==> src/rtl/seg_scan_pkg.sv <==
// ============================================================================
//  Module   : seg_scan_pkg
//  Purpose  : Shared types and constants for the multiplexed 7-segment
//             scan controller: segment pattern table, FSM state encoding
//             and default timing constants.
//  Revision : 1.0 - initial release
// ============================================================================
`default_nettype none

package seg_scan_pkg;

    // Scan FSM states
    typedef enum logic [0:0] {
        ST_IDLE = 1'b0,
        ST_SCAN = 1'b1
    } scan_state_t;

    // Default slot length and blanking interval (clk cycles)
    localparam int c_default_div          = 50000;
    localparam int c_default_blank_cycles = 2;

    // Hex digit 0..F to segments g..a (bit 6 = g, bit 0 = a), entry 0 at [0]
    localparam logic [15:0][6:0] c_seg_table = {
        7'h71, 7'h79, 7'h5E, 7'h39, 7'h7C, 7'h77, 7'h6F, 7'h7F,
        7'h07, 7'h7D, 7'h6D, 7'h66, 7'h4F, 7'h5B, 7'h06, 7'h3F
    };

endpackage : seg_scan_pkg

`default_nettype wire

==> src/rtl/seg_hex_decode.sv <==
// ============================================================================
//  Module   : seg_hex_decode
//  Purpose  : Combinational hex nibble to 7-segment decoder (g..a).
//  Revision : 1.0 - initial release
// ============================================================================
`default_nettype none

module seg_hex_decode
    import seg_scan_pkg::*;
(
    input  logic [3:0] i_nibble,
    output logic [6:0] o_segs
);

    // Straight table lookup
    assign o_segs = c_seg_table[i_nibble];

endmodule : seg_hex_decode

`default_nettype wire

==> src/rtl/seg_scan_ctrl.sv <==
// ============================================================================
//  Module   : seg_scan_ctrl
//  Purpose  : Time-multiplexed hex display scanner. Each digit gets a slot of
//             DIV cycles, the first BLANK_CYCLES of which are dark to avoid
//             ghosting. New display values are loaded through a one-deep
//             shadow register and committed only at a frame boundary while
//             scanning, so a frame never mixes old and new digits.
//  Options  : SEG_SCAN_LEADING_ZERO_BLANK_EN - when defined, digits above the
//             most significant nonzero nibble show no segments (dp kept,
//             digit 0 always shown).
//  Revision : 1.0 - initial release
// ============================================================================
`default_nettype none

module seg_scan_ctrl
    import seg_scan_pkg::*;
#(
    parameter int NUM_DIGITS   = 4,
    parameter int DIV          = c_default_div,
    parameter int BLANK_CYCLES = c_default_blank_cycles
) (
    input  logic                    clk,
    input  logic                    rst_n,
    input  logic                    enable,
    input  logic                    load_valid,
    output logic                    load_ready,
    input  logic [4*NUM_DIGITS-1:0] load_value,
    input  logic [NUM_DIGITS-1:0]   load_dp,
    output logic [7:0]              seg,
    output logic [NUM_DIGITS-1:0]   digit_sel_n
);

    localparam int c_presc_w = $clog2(DIV);
    localparam int c_idx_w   = $clog2(NUM_DIGITS);

    scan_state_t             r_state;
    logic [c_presc_w-1:0]    r_presc;
    logic [c_idx_w-1:0]      r_idx;
    logic [4*NUM_DIGITS-1:0] r_disp_val;
    logic [NUM_DIGITS-1:0]   r_disp_dp;
    logic [4*NUM_DIGITS-1:0] r_shadow_val;
    logic [NUM_DIGITS-1:0]   r_shadow_dp;
    logic                    r_pending;
    logic [7:0]              r_seg;
    logic [NUM_DIGITS-1:0]   r_sel_n;

    logic                    w_slot_end;
    logic                    w_frame_end;
    logic                    w_blank_slot;
    logic                    w_commit;
    logic                    w_accept;
    logic [3:0]              w_nibble;
    logic [6:0]              w_segs;
    logic                    w_lz_blank;
    logic [7:0]              w_seg_nxt;
    logic [NUM_DIGITS-1:0]   w_sel_n_nxt;

    assign w_slot_end   = (r_presc == c_presc_w'(DIV - 1));
    assign w_frame_end  = w_slot_end && (r_idx == c_idx_w'(NUM_DIGITS - 1));
    assign w_blank_slot = (r_presc < c_presc_w'(BLANK_CYCLES));

    // Idle commits immediately; scanning waits for the frame wrap
    assign w_commit = r_pending &&
                      ((r_state == ST_IDLE) || ((r_state == ST_SCAN) && w_frame_end));
    assign w_accept = load_valid && !r_pending;

    assign load_ready  = !r_pending;
    assign seg         = r_seg;
    assign digit_sel_n = r_sel_n;

    // One decoder shared by all digits, fed with the digit being scanned
    assign w_nibble = r_disp_val[{r_idx, 2'b00} +: 4];

    seg_hex_decode u_decode (
        .i_nibble (w_nibble),
        .o_segs   (w_segs)
    );

`ifdef SEG_SCAN_LEADING_ZERO_BLANK_EN
    logic [c_idx_w-1:0] w_top_nz;

    // Locate the most significant nonzero digit; all-zero leaves digit 0
    always_comb begin
        w_top_nz = '0;
        for (int i = 0; i < NUM_DIGITS; i++) begin
            if (r_disp_val[4*i +: 4] != 4'h0) begin
                w_top_nz = c_idx_w'(i);
            end
        end
        w_lz_blank = (r_idx > w_top_nz);
    end
`else
    assign w_lz_blank = 1'b0;
`endif

    // Next-cycle output pattern for the current slot position
    always_comb begin
        w_sel_n_nxt = '1;
        w_seg_nxt   = 8'h00;
        if (!w_blank_slot) begin
            w_sel_n_nxt = ~(NUM_DIGITS'(1) << r_idx);
            w_seg_nxt   = {r_disp_dp[r_idx], (w_lz_blank ? 7'h00 : w_segs)};
        end
    end

    // Scan FSM, prescaler, digit index and registered display outputs
    always_ff @(posedge clk or negedge rst_n) begin
        if (!rst_n) begin
            r_state <= ST_IDLE;
            r_presc <= '0;
            r_idx   <= '0;
            r_seg   <= 8'h00;
            r_sel_n <= '1;
        end else begin
            // Dropping enable darkens the display on the very next cycle
            if ((r_state == ST_SCAN) && enable) begin
                r_seg   <= w_seg_nxt;
                r_sel_n <= w_sel_n_nxt;
            end else begin
                r_seg   <= 8'h00;
                r_sel_n <= '1;
            end

            case (r_state)
                ST_IDLE: begin
                    r_presc <= '0;
                    r_idx   <= '0;
                    if (enable) begin
                        r_state <= ST_SCAN;
                    end
                end
                ST_SCAN: begin
                    if (!enable) begin
                        r_state <= ST_IDLE;
                        r_presc <= '0;
                        r_idx   <= '0;
                    end else if (w_slot_end) begin
                        r_presc <= '0;
                        r_idx   <= (r_idx == c_idx_w'(NUM_DIGITS - 1)) ? '0 : r_idx + 1'b1;
                    end else begin
                        r_presc <= r_presc + 1'b1;
                    end
                end
                default: begin
                    r_state <= ST_IDLE;
                end
            endcase
        end
    end

    // Load handshake: shadow capture and display commit
    always_ff @(posedge clk or negedge rst_n) begin
        if (!rst_n) begin
            r_disp_val   <= '0;
            r_disp_dp    <= '0;
            r_shadow_val <= '0;
            r_shadow_dp  <= '0;
            r_pending    <= 1'b0;
        end else if (w_commit) begin
            r_disp_val <= r_shadow_val;
            r_disp_dp  <= r_shadow_dp;
            r_pending  <= 1'b0;
        end else if (w_accept) begin
            r_shadow_val <= load_value;
            r_shadow_dp  <= load_dp;
            r_pending    <= 1'b1;
        end
    end

endmodule : seg_scan_ctrl

`default_nettype wire

==> config.mk <==
export PLATFORM = sky130hd
export DESIGN_NAME = seg_scan_ctrl
export DESIGN_NICKNAME = d
export VERILOG_FILES = /design/src/rtl/seg_scan_pkg.sv /design/src/rtl/seg_hex_decode.sv /design/src/rtl/seg_scan_ctrl.sv
export SDC_FILE = /design/constraint.sdc
export NUM_CORES = 1
export LEC_CHECK = 0
export ABC_CLOCK_PERIOD_IN_PS = 4100
export BUFFER_PORTS_ARGS = -buffer_cell sky130_fd_sc_hd__clkbuf_2
export CAP_MARGIN = 0
export CORE_UTILIZATION = 63
export DETAILED_ROUTE_END_ITERATION = 16
export PLACE_DENSITY = 0.86
export SKIP_CTS_REPAIR_TIMING = 1
export SLEW_MARGIN = 20
export SYNTH_ARGS = -nofsm -noshare
export SYNTH_HDL_FRONTEND = slang
export SYNTH_SLANG_ARGS = --single-unit
==> constraint.sdc <==
create_clock -name clk -period 4.1 [get_ports clk]
set_clock_uncertainty 0.1 [all_clocks]
set_input_delay 0.205 -clock clk [delete_from_list [all_inputs] [get_ports clk]]
set_output_delay 0.205 -clock clk [all_outputs]
set_load 0.05 [all_outputs]
==> flow_summary.ini <==
[route]
drt_pass1_iterations = 4
wl_mm = 6.37
wl_per_cell_um = 16.0
ant_nets = 0
drcViolationCount = 0
vias = 2302
drt_iter0_markers = 182
viasPerCell = 5.78

[timing]
slew_violations = 0
period_share = 0.591
rsz0062_at_grt = no
fin_crit_ps = 2420
holdWs_ps = -3.41
clock.fmax_mhz = 413
setup_viol = 0
hold_viol = 3
tightestPinTransition_ps = 1130
setup_tns_ps = 0
max_slew_margin = 0.246

[floorplan]
fp.dieArea_um2 = 5800
start_util = 0.666
die_w_um = 76.2
core.rowCount = 26
core_area_um2 = 5200
die_h_um = 76.2
boundaryPins = 37

[finish]
final_nets = 358
drive_above_1_share = 0.338
final_cell_mix = 68 x dfrtp_1, 35 x clkbuf_2, 23 x mux2_2
syn_to_final_growth_pct = 16.7
antenna_cells = 0
final_common_cell = dfrtp_1

[min_path]
hold_path.class = in -> reg

[grt]
grt_first_pass_wirelength_mm = 11.0
track_usage = 0.244
antenna_found_initial = 0
grt_max_degree = 44
grt_pass1_vias = 2305
grt.overflow.total = 0

[worst_setup_path]
startpoint_type = register
worst_setup_path_end_kind = register
path_delay_family = multiplexers
crit_arrival_ps = 2560
critPathMaxFanout = 12
worstPathCellList = mux4_2, ha_1, mux2_2, a221oi_1
crit_type = reg -> reg
cp.required_ps = 4240
crit_path_max_incr_delay_ps = 690
cpMaxStageDelayCell = dfrtp_1
critPathBufInv = 0

[status]
outcome = finished, violations left
violations = hold timing

[clock_network]
cts_tree = built
cts-root-buf = clkbuf_8
cts.sinks = 72
insertion_delay_ps = 340
clk_pin_slew_worst_paths_ps = 80
cts-htree-levels = 3
cts_buffers = 9
clockBufferDepth = 2

[synthesis]
syn-cell-area_um2 = 3460
muxShareOfSynthArea = 0.220
seq_area_frac_synth = 0.521
synth_xor_area_frac = 0.0329
yosysTopAreaCellShare = 0.491
yosys_warnings = 0
syn_nets = 304
syn_avg_cell_area_um2 = 12.9
synth-compound-area-share = 0.0484
synth_cell_types = 40
ys_seq_elements = 72
synth_top_family_by_area = multiplexers
yosys.area.top_type = dfrtp_1
syn_inst = 269
synthSimpleGateAreaFrac = 0.111
synth_adder_area_share = 0.0397
synthTopCellsByArea = dfrtp_1 49%, mux2_4 8.7%, mux2_2 7.5%

[placed_design]
io_buffers = 36
dp_hpwl_mm = 4.33
gp_congestion = 0.870

[power_and_ir_drop]
powerDensity_nw_per_um2 = 503
vdd_ir_drop_max_uv = 367
finalPower_w = 0.00204
leakagePower_nw = 1.86

[flow_run]
drv_cap = 0
## area by class of cell
type / count / area [um2]
sequential: 72 / 1810
multi-input combinational: 178 / 1570
fill: 317 / 1160
timing repair buffer: 53 / 343
clock buffer: 11 / 151
tap: 70 / 87.6
clock inverter: 5 / 55.1
inverter: 9 / 33.8
## cell usage after synthesis
cell type  instances
a211oi_1           2
a21oi_1            5
a221oi_1           2
a22oi_1            1
a311oi_1           2
a31o_2             2
a31oi_1            2
and2_1             3
and3_1             4
and4_1             3
buf_1              1
buf_2              4
buf_6              2
clkbuf_1           3
dfrtp_1           68
dfstp_2            4
ha_1              11
inv_1              9
mux2_2            23
mux2_4            20
mux2i_1            9
mux4_2             5
nand2_1           11
nand3_1            8
nand4_1            5
nand4_2            1
nor2_1            21
nor2b_1            1
nor3_1             6
nor3b_1            2
nor4_1             3
nor4_4             1
o21ai_0            6
o21bai_1           1
o31ai_1            1
o32a_1             1
or3_1              2
or4_1              1
xnor2_1            7
xor2_1             6
## stage by stage
stage          setup slack [ps]   util  instances  cell area, um2
3_5_place_dp               1690  0.710        368            3700
4_1_cts                    1670  0.750        384            3900
5_1_grt                    1520  0.777        398            4040
6_report                   1680  0.777        398            4040
3_3_place_gp               1780  0.710        368            3700
2_1_floorplan              1960      -        269            3460
## where the power goes
group | leakage (nW) | switching [W] | internal (W)
Sequential | 0.896 | 0.0000993 | 0.000845
Combinational | 0.861 | 0.000227 | 0.000297
Clock | 0.101 | 0.000256 | 0.000312
## registers in the layout, summed over array words and instances, names as in the netlist
signal and flops:
r_disp_val 16, r_presc 16, r_shadow_val 16, seg 8
digit_sel_n 4, r_disp_dp 4, r_shadow_dp 4, r_idx 2
r_pending 1, r_state 1
## kinds of logic after synthesis
family,count (synthesis)
flops,72
simple gates,72
compound gates,25
mux,57
fa+ha+maj,11
buf+inv,19
xor+xnor,13
## layer usage
metal | GRT usage | vias up | wire length [um]
met5 | 0 | - | 0
met4 | 0.119 | 0 | 141
met3 | 0.0587 | 13 | 321
met2 | 0.372 | 76 | 3110
met1 | 0.331 | 1133 | 2790
li1 | - | 1080 | -
## path summary, 6_finish.rpt
path / slack [ps] / from / endpoint / depth (start not counted)
max: 1680 / r_idx[0] / seg[5] / 4
min: -3 / load_value[12] / r_shadow_val[12] / 2
max reg2reg: 1680 / r_idx[0] / seg[5] / 4
min reg2reg: 400 / r_presc[0] / r_presc[0] / 1
max in group asynchronous: 2510 / rst_n / digit_sel_n[0] / 3
min in group asynchronous: 430 / rst_n / r_shadow_dp[2] / 2
## worst register-to-register path: stages, from the launching register on
cell,delay [ps]
dfrtp_1,690
mux4_2,660
ha_1,300
mux2_2,280
a221oi_1,290
Note: power is estimated with default switching activity, not from simulation.
